## config.mk

```make
export PLATFORM = sky130hd
export DESIGN_NAME = rx_control
export DESIGN_NICKNAME = d
export VERILOG_FILES = /design/src/rtl/rx_control_pkg.sv /design/src/rtl/rx_timeout_counter.sv /design/src/rtl/rx_control.sv
export SDC_FILE = /design/constraint.sdc
export NUM_CORES = 1
export LEC_CHECK = 0
export CELL_PAD_IN_SITES_DETAIL_PLACEMENT = 1
export CELL_PAD_IN_SITES_GLOBAL_PLACEMENT = 2
export CORE_ASPECT_RATIO = 1.75
export CORE_MARGIN = 2
export CORE_UTILIZATION = 28
export DETAILED_ROUTE_END_ITERATION = 6
export GPL_TIMING_DRIVEN = 0
export PLACE_DENSITY = 0.77
export SKIP_CTS_REPAIR_TIMING = 1
export SYNTH_ARGS = -nofsm -noshare
export SYNTH_HDL_FRONTEND = slang
export SYNTH_SLANG_ARGS = --single-unit
```

## constraint.sdc

```tcl
create_clock -name CLK -period 1.4 [get_ports CLK]
set_input_delay 0.35 -clock CLK [delete_from_list [all_inputs] [get_ports CLK]]
set_output_delay 0.35 -clock CLK [all_outputs]
set_load 0.005 [all_outputs]
```

## src/rtl/rx_control_pkg.sv

```systemverilog
// Shared command codes, FSM state encoding and operand addresses for the
// receive-side controller (rx_control) and its helpers.
package rx_control_pkg;

   localparam logic [7:0] CMD_WR  = 8'hAA;
   localparam logic [7:0] CMD_RD  = 8'hBB;
   localparam logic [7:0] CMD_OPS = 8'hCC;
   localparam logic [7:0] CMD_ALU = 8'hDD;

   localparam int OP_A_ADDR = 0;
   localparam int OP_B_ADDR = 1;

   localparam int ALU_FUN_W = 4;

   typedef enum logic [2:0] {
      IDLE      = 3'd0,
      WR_ADDR   = 3'd1,
      WR_DATA   = 3'd2,
      RD_ADDR   = 3'd3,
      OP_A      = 3'd4,
      OP_B      = 3'd5,
      ALU_FUN_S = 3'd6,
      ALU_WAIT  = 3'd7
   } state_e;

endpackage

```

## src/rtl/rx_timeout_counter.sv

```systemverilog
// Mid-frame inactivity timer: a down-counter reloaded on clear or when idle,
// raising expire_o on the last counted cycle of an uninterrupted busy stretch.
module rx_timeout_counter #(
   parameter int CYCLES = 1024
) (
   input  logic clk_i,
   input  logic rst_n_i,
   input  logic clr_i,
   input  logic en_i,
   output logic expire_o
);

   localparam int CW = $clog2(CYCLES + 1);

   logic [CW-1:0] cnt_q;

   always_ff @(posedge clk_i or negedge rst_n_i) begin
      if (!rst_n_i) begin
         cnt_q <= CW'(CYCLES);
      end else if (clr_i || !en_i) begin
         cnt_q <= CW'(CYCLES);
      end else if (cnt_q != '0) begin
         cnt_q <= cnt_q - CW'(1);
      end
   end

   // Terminal count of 1: the controller acts on the edge that completes
   // CYCLES idle cycles after the last accepted byte.
   assign expire_o = en_i && !clr_i && (cnt_q == CW'(1));

endmodule

```

## src/rtl/rx_control.sv

```systemverilog
// Receive-side command parser: turns UART byte frames into register-file
// write/read strobes and ALU requests. Optional timeout: RX_CTRL_TIMEOUT_EN.
//
// state     | meaning
// IDLE      | waiting for a command byte
// WR_ADDR   | 0xAA seen, expecting register address
// WR_DATA   | address latched, expecting write data
// RD_ADDR   | 0xBB seen, expecting register address
// OP_A      | 0xCC seen, expecting operand A (reg 0)
// OP_B      | operand A written, expecting operand B (reg 1)
// ALU_FUN_S | clock gate on, expecting ALU function byte
// ALU_WAIT  | ALU running, bytes dropped until ALU_out_valid
module rx_control
   import rx_control_pkg::*;
#(
   parameter int WIDTH          = 8,
   parameter int ADDR_WIDTH     = 4,
   parameter int TIMEOUT_CYCLES = 1024
) (
   input  logic                  CLK,
   input  logic                  Reset,
   input  logic [WIDTH-1:0]      Rx_Data,
   input  logic                  Rx_Data_valid,
   input  logic                  ALU_out_valid,
   output logic [ADDR_WIDTH-1:0] Address,
   output logic                  WrEn,
   output logic [WIDTH-1:0]      WrData,
   output logic                  RdEn,
   output logic                  ALU_EN,
   output logic [ALU_FUN_W-1:0]  ALU_FUN,
   output logic                  CLK_GATE_EN,
   output logic                  Cmd_error
);

   state_e                state_q;
   logic [ADDR_WIDTH-1:0] wr_addr_q;
   logic [ADDR_WIDTH-1:0] address_q;
   logic [WIDTH-1:0]      wr_data_q;
   logic [ALU_FUN_W-1:0]  alu_fun_q;
   logic                  wr_en_q;
   logic                  rd_en_q;
   logic                  alu_en_q;
   logic                  gate_q;
   logic                  cmd_err_q;

   logic byte_accept;
   logic timeout_hit;

   // Bytes arriving while the ALU runs are dropped, so they are not "accepted".
   assign byte_accept = Rx_Data_valid && (state_q != ALU_WAIT);

`ifdef RX_CTRL_TIMEOUT_EN
   logic expire;

   rx_timeout_counter #(
      .CYCLES (TIMEOUT_CYCLES)
   ) u_timeout (
      .clk_i    (CLK),
      .rst_n_i  (Reset),
      .clr_i    (byte_accept),
      .en_i     (state_q != IDLE),
      .expire_o (expire)
   );

   assign timeout_hit = expire && !(state_q == ALU_WAIT && ALU_out_valid);
`else
   assign timeout_hit = 1'b0;
`endif

   always_ff @(posedge CLK or negedge Reset) begin
      if (!Reset) begin
         state_q   <= IDLE;
         wr_addr_q <= '0;
         address_q <= '0;
         wr_data_q <= '0;
         alu_fun_q <= '0;
         wr_en_q   <= 1'b0;
         rd_en_q   <= 1'b0;
         alu_en_q  <= 1'b0;
         gate_q    <= 1'b0;
         cmd_err_q <= 1'b0;
      end else begin
         wr_en_q   <= 1'b0;
         rd_en_q   <= 1'b0;
         alu_en_q  <= 1'b0;
         cmd_err_q <= 1'b0;
         if (timeout_hit) begin
            state_q   <= IDLE;
            cmd_err_q <= 1'b1;
            gate_q    <= 1'b0;
         end else if (state_q == ALU_WAIT) begin
            if (ALU_out_valid) begin
               state_q <= IDLE;
               gate_q  <= 1'b0;
            end
         end else if (byte_accept) begin
            case (state_q)
               IDLE: begin
                  case (Rx_Data)
                     WIDTH'(CMD_WR):  state_q <= WR_ADDR;
                     WIDTH'(CMD_RD):  state_q <= RD_ADDR;
                     WIDTH'(CMD_OPS): state_q <= OP_A;
                     WIDTH'(CMD_ALU): begin
                        state_q <= ALU_FUN_S;
                        gate_q  <= 1'b1;
                     end
                     default:         cmd_err_q <= 1'b1;
                  endcase
               end
               WR_ADDR: begin
                  wr_addr_q <= Rx_Data[ADDR_WIDTH-1:0];
                  state_q   <= WR_DATA;
               end
               WR_DATA: begin
                  address_q <= wr_addr_q;
                  wr_data_q <= Rx_Data;
                  wr_en_q   <= 1'b1;
                  state_q   <= IDLE;
               end
               RD_ADDR: begin
                  address_q <= Rx_Data[ADDR_WIDTH-1:0];
                  rd_en_q   <= 1'b1;
                  state_q   <= IDLE;
               end
               OP_A: begin
                  address_q <= ADDR_WIDTH'(OP_A_ADDR);
                  wr_data_q <= Rx_Data;
                  wr_en_q   <= 1'b1;
                  state_q   <= OP_B;
               end
               OP_B: begin
                  address_q <= ADDR_WIDTH'(OP_B_ADDR);
                  wr_data_q <= Rx_Data;
                  wr_en_q   <= 1'b1;
                  gate_q    <= 1'b1;
                  state_q   <= ALU_FUN_S;
               end
               ALU_FUN_S: begin
                  alu_fun_q <= Rx_Data[ALU_FUN_W-1:0];
                  alu_en_q  <= 1'b1;
                  state_q   <= ALU_WAIT;
               end
               default: state_q <= IDLE;
            endcase
         end
      end
   end

   assign Address     = address_q;
   assign WrEn        = wr_en_q;
   assign WrData      = wr_data_q;
   assign RdEn        = rd_en_q;
   assign ALU_EN      = alu_en_q;
   assign ALU_FUN     = alu_fun_q;
   assign CLK_GATE_EN = gate_q;
   assign Cmd_error   = cmd_err_q;

endmodule

```

==> impl_metrics.py, run 1 <==
metrics = {
    "sta": {
        "period_needed_ns": 1.42,
        "fin_tns_setup_ns": -0.0537,
        "grt_setup_unrepaired": "yes",
        "whs_ns": 0.0809,
        "setup_viol": 6,
        "min_period_over_period_pct": 101,
        "worstMarginPinSlew_ns": 0.642,
        "fin_worst_skew_ns": 0.00321,
        "slew_headroom_pct": 57.2,
        "fin_ws_ns": -0.0157,
        "slew_viol_final": 0,
        "hold_viol": 0,
        "max_clock_freq_mhz": 706,
    },
    "finish": {
        "nets": 175,
        "antenna_cells": 0,
        "fillers": 501,
        "syn2layout_area_growth_pct": 55.1,
        "drive_gt1_share_pct": 34.2,
        "final_area_sq_um": 2080,
    },
    "global_routing": {
        "grt_overflow": 0,
        "grt_antenna_before_repair": 0,
        "grt_pass1_wl_mm": 5.55,
        "grt_max_degree": 29,
        "grt_pass1_vias": 1117,
        "grt_usage_pct": 13.3,
    },
    "worst_hold_path": {
        "worstHoldPathType": "in2async",
    },
    "drt": {
        "drtAntennaViolNets": 0,
        "wl_per_cell_um": 17.0,
        "drt-total-wl_mm": 3.62,
        "viasPerCell": 5.04,
        "dr.first_iter.drc_count": 6,
        "drc": 0,
        "dr.pass1.iters": 3,
        "vias": 1074,
    },
    "clock_network": {
        "clockBufferDepth": 2,
        "h-tree-depth": 1,
        "clk_pin_slew_ns": 0.10,
        "cts-buffers-inserted": 3,
        "cts-root-buf": "clkbuf_8",
        "cts_tree": "yes",
        "clk_latency_ns": 0.28,
        "clock-sinks": 28,
    },
    "worst_setup_path": {
        "cp_max_fo": 6,
        "cp-start-kind": "register",
        "critPathCaptureType": "register",
        "critPathTopFamily": "flip-flops",
        "cp_data_required_time_ns": 1.57,
        "worstPathCellList": "nor3b_4, o21ai_4, clkbuf_16, mux2_4",
        "r2r_setup_slack_ns": -0.02,
        "crit_path_top_delay_cell": "dfrtp_2",
        "slowest_delay_ns": 0.46,
        "r2r_cells": 4,
        "crit_type": "reg2reg",
        "r2r_start": "state_q[1]$_DFFE_PN0P_",
        "rr_endpoint": "WrData[6]$_DFFE_PN0P_",
        "critPathBufInv": 1,
        "cp.arrival_ns": 1.59,
    },
    "outcome": {
        "violations": "setup timing",
        "status": "finished, violations left",
    },
    "power_and_ir_drop": {
        "power.total_mw": 2.95,
        "p_leak_nw": 1.25,
        "p_per_area_nw_per_um2": 1420,
        "max-vdd-ir-drop_mv": 0.898,
    },
    "place": {
        "io_buffers": 31,
        "place.gp.congestion": 0.794,
        "dp_slack_ns": -0.513,
        "place_area_sq_um": 1720,
        "dp_hpwl_mm": 2.54,
    },
    "die": {
        "die_height_um": 95.5,
        "coreArea_sq_um": 4670,
        "die_area_sq_um": 5380,
        "initial_utilization_pct": 28.7,
        "die_w_um": 56.3,
        "io_pins": 33,
        "row_count": 33,
    },
    "synth": {
        "synthCells": 112,
        "yosysUniqueCellTypes": 34,
        "syn_area_sq_um": 1340,
        "synth_top_cell_by_area": "dfrtp_1",
        "syn_nets": 125,
        "yosys_warnings": 0,
        "synth_async_sr_flop_share_pct": 100,
        "yosys_register_bits": 28,
        "netlist_top_cells_area": "dfrtp_1 52%, mux2_2 14%, a21oi_1 3.4%",
        "synth_top_area_share_pct": 52.3,
        "synth-edff-count": 0,
        "yosysSeqAreaShare_pct": 52.3,
        "avgSynthCellArea_sq_um": 12.0,
        "synth_ff_type": "dfrtp_1",
    },
    "flow_run": {
        "drv_cap": 0,
    },
}
-- metrics by stage --
stage	instances	util [%]
floorplan	112	-
global placement	195	36.8
detailed placement	195	36.8
CTS	199	38.3
global route	213	44.5
finish	213	44.5
-- worst register-to-register path: cells and delay by family (launching register included) --
family / cells / cell delay [ns]
and+or+nand+nor: 1 / 0.17
buffers and inverters: 1 / 0.18
AOI/OAI and AO/OA: 1 / 0.22
DFF: 1 / 0.46
muxes: 1 / 0.29
-- cells in the mapped netlist (2+ instances only) --
| cell | number |
|---|---|
| mux2_2 | 17 |
| a31oi_1 | 2 |
| and4bb_2 | 2 |
| and3_1 | 2 |
| a21oi_1 | 9 |
| nor2_1 | 6 |
| nand2_1 | 3 |
| and3b_1 | 2 |
| a32o_1 | 2 |
| dfrtp_1 | 28 |
| buf_2 | 4 |
| mux2i_1 | 3 |
| o21ai_0 | 2 |
| nand3_1 | 2 |
| nor2b_1 | 6 |
| inv_1 | 4 |
-- layout by cell type, fill, tap and decap left out, types with 4 or more instances in the layout --
master            n
dfrtp_1          26
dlymetal6s2s_1   26
buf_4            12
mux2_2            9
a21oi_1           9
mux2_4            8
nor2_1            6
buf_2             4
nor2b_1           4
clkdlybuf4s50_1   4
-- power by group --
part / switching [mW] / internal (mW) / total [mW]
clock network: 0.266 / 0.383 / 0.649
logic: 0.376 / 0.739 / 1.12
registers: 0.134 / 1.05 / 1.18
-- sequential cells by signal (all words and copies together), names as in the netlist --
name         flops
ALU_FUN          4
RdEn             1
CLK_GATE_EN      1
Address          4
WrData           8
state_q          3
ALU_EN           1
wr_addr_q        4
WrEn             1
Cmd_error        1
-- area by class of cell --
type                    count  area (sq um)  area share (%)
plain buffers               5          30.0            1.44
flip-flops and latches     28           703            33.8
multi-input cells          75           684            32.9
clock inverters             1          30.0            1.44
inverters                   4          15.0           0.722
well taps                  52          65.1            3.13
clock buffers               3          41.3            1.99
repair buffers             45           509            24.5
-- kinds of logic (layout without fill, tap and decap cells) --
kind of cell / after synthesis / in the layout / synth area share (%)
fa+ha+maj: 1 / 1 / 0.934
flops: 28 / 28 / 52.3
xor+xnor: 1 / 1 / 0.654
mux: 20 / 20 / 16.5
compound gates: 20 / 20 / 9.80
buf+inv: 9 / 58 / 3.17
simple gates: 33 / 33 / 16.6
-- metal layers --
layer | up-vias | global-route usage [%] | wire length (um)
met5 | - | 0 | 0
met4 | 0 | 4.17 | 37
met3 | 5 | 2.31 | 123
met2 | 29 | 25.6 | 2040
met1 | 537 | 14.6 | 1410
li1 | 503 | - | -
-- worst max-delay path by stage --
stage	slack [ns]	cells past startpoint	end	start
after floorplan	0.0004	3	WrData[0]$_DFFE_PN0P_	state_q[2]$_DFFE_PN0P_
after global placement	-0.44	1	CLK_GATE_EN$_DFFE_PN0P_	Reset
after detailed placement	-0.51	1	RdEn$_DFF_PN0_	Reset
after CTS	-0.28	5	Address[0]$_DFFE_PN0P_	state_q[1]$_DFFE_PN0P_
after global routing	-0.06	4	WrData[1]$_DFFE_PN0P_	state_q[1]$_DFFE_PN0P_
final	-0.02	4	WrData[6]$_DFFE_PN0P_	state_q[1]$_DFFE_PN0P_
No activity file was read; power rests on OpenSTA's default activity.
==> run 2, diff against run 1 <==
--- a/config.mk
+++ b/config.mk
@@ -16,4 +16,5 @@
 export SKIP_CTS_REPAIR_TIMING = 1
 export SYNTH_ARGS = -nofsm -noshare
 export SYNTH_HDL_FRONTEND = slang
+export SYNTH_HIERARCHICAL = 1
 export SYNTH_SLANG_ARGS = --single-unit
==> results of run 2 <==
No change in the layout: final DEF, timing and power equal those of run 1.
Among the figures that moved: Yosys warning count 0 -> 6
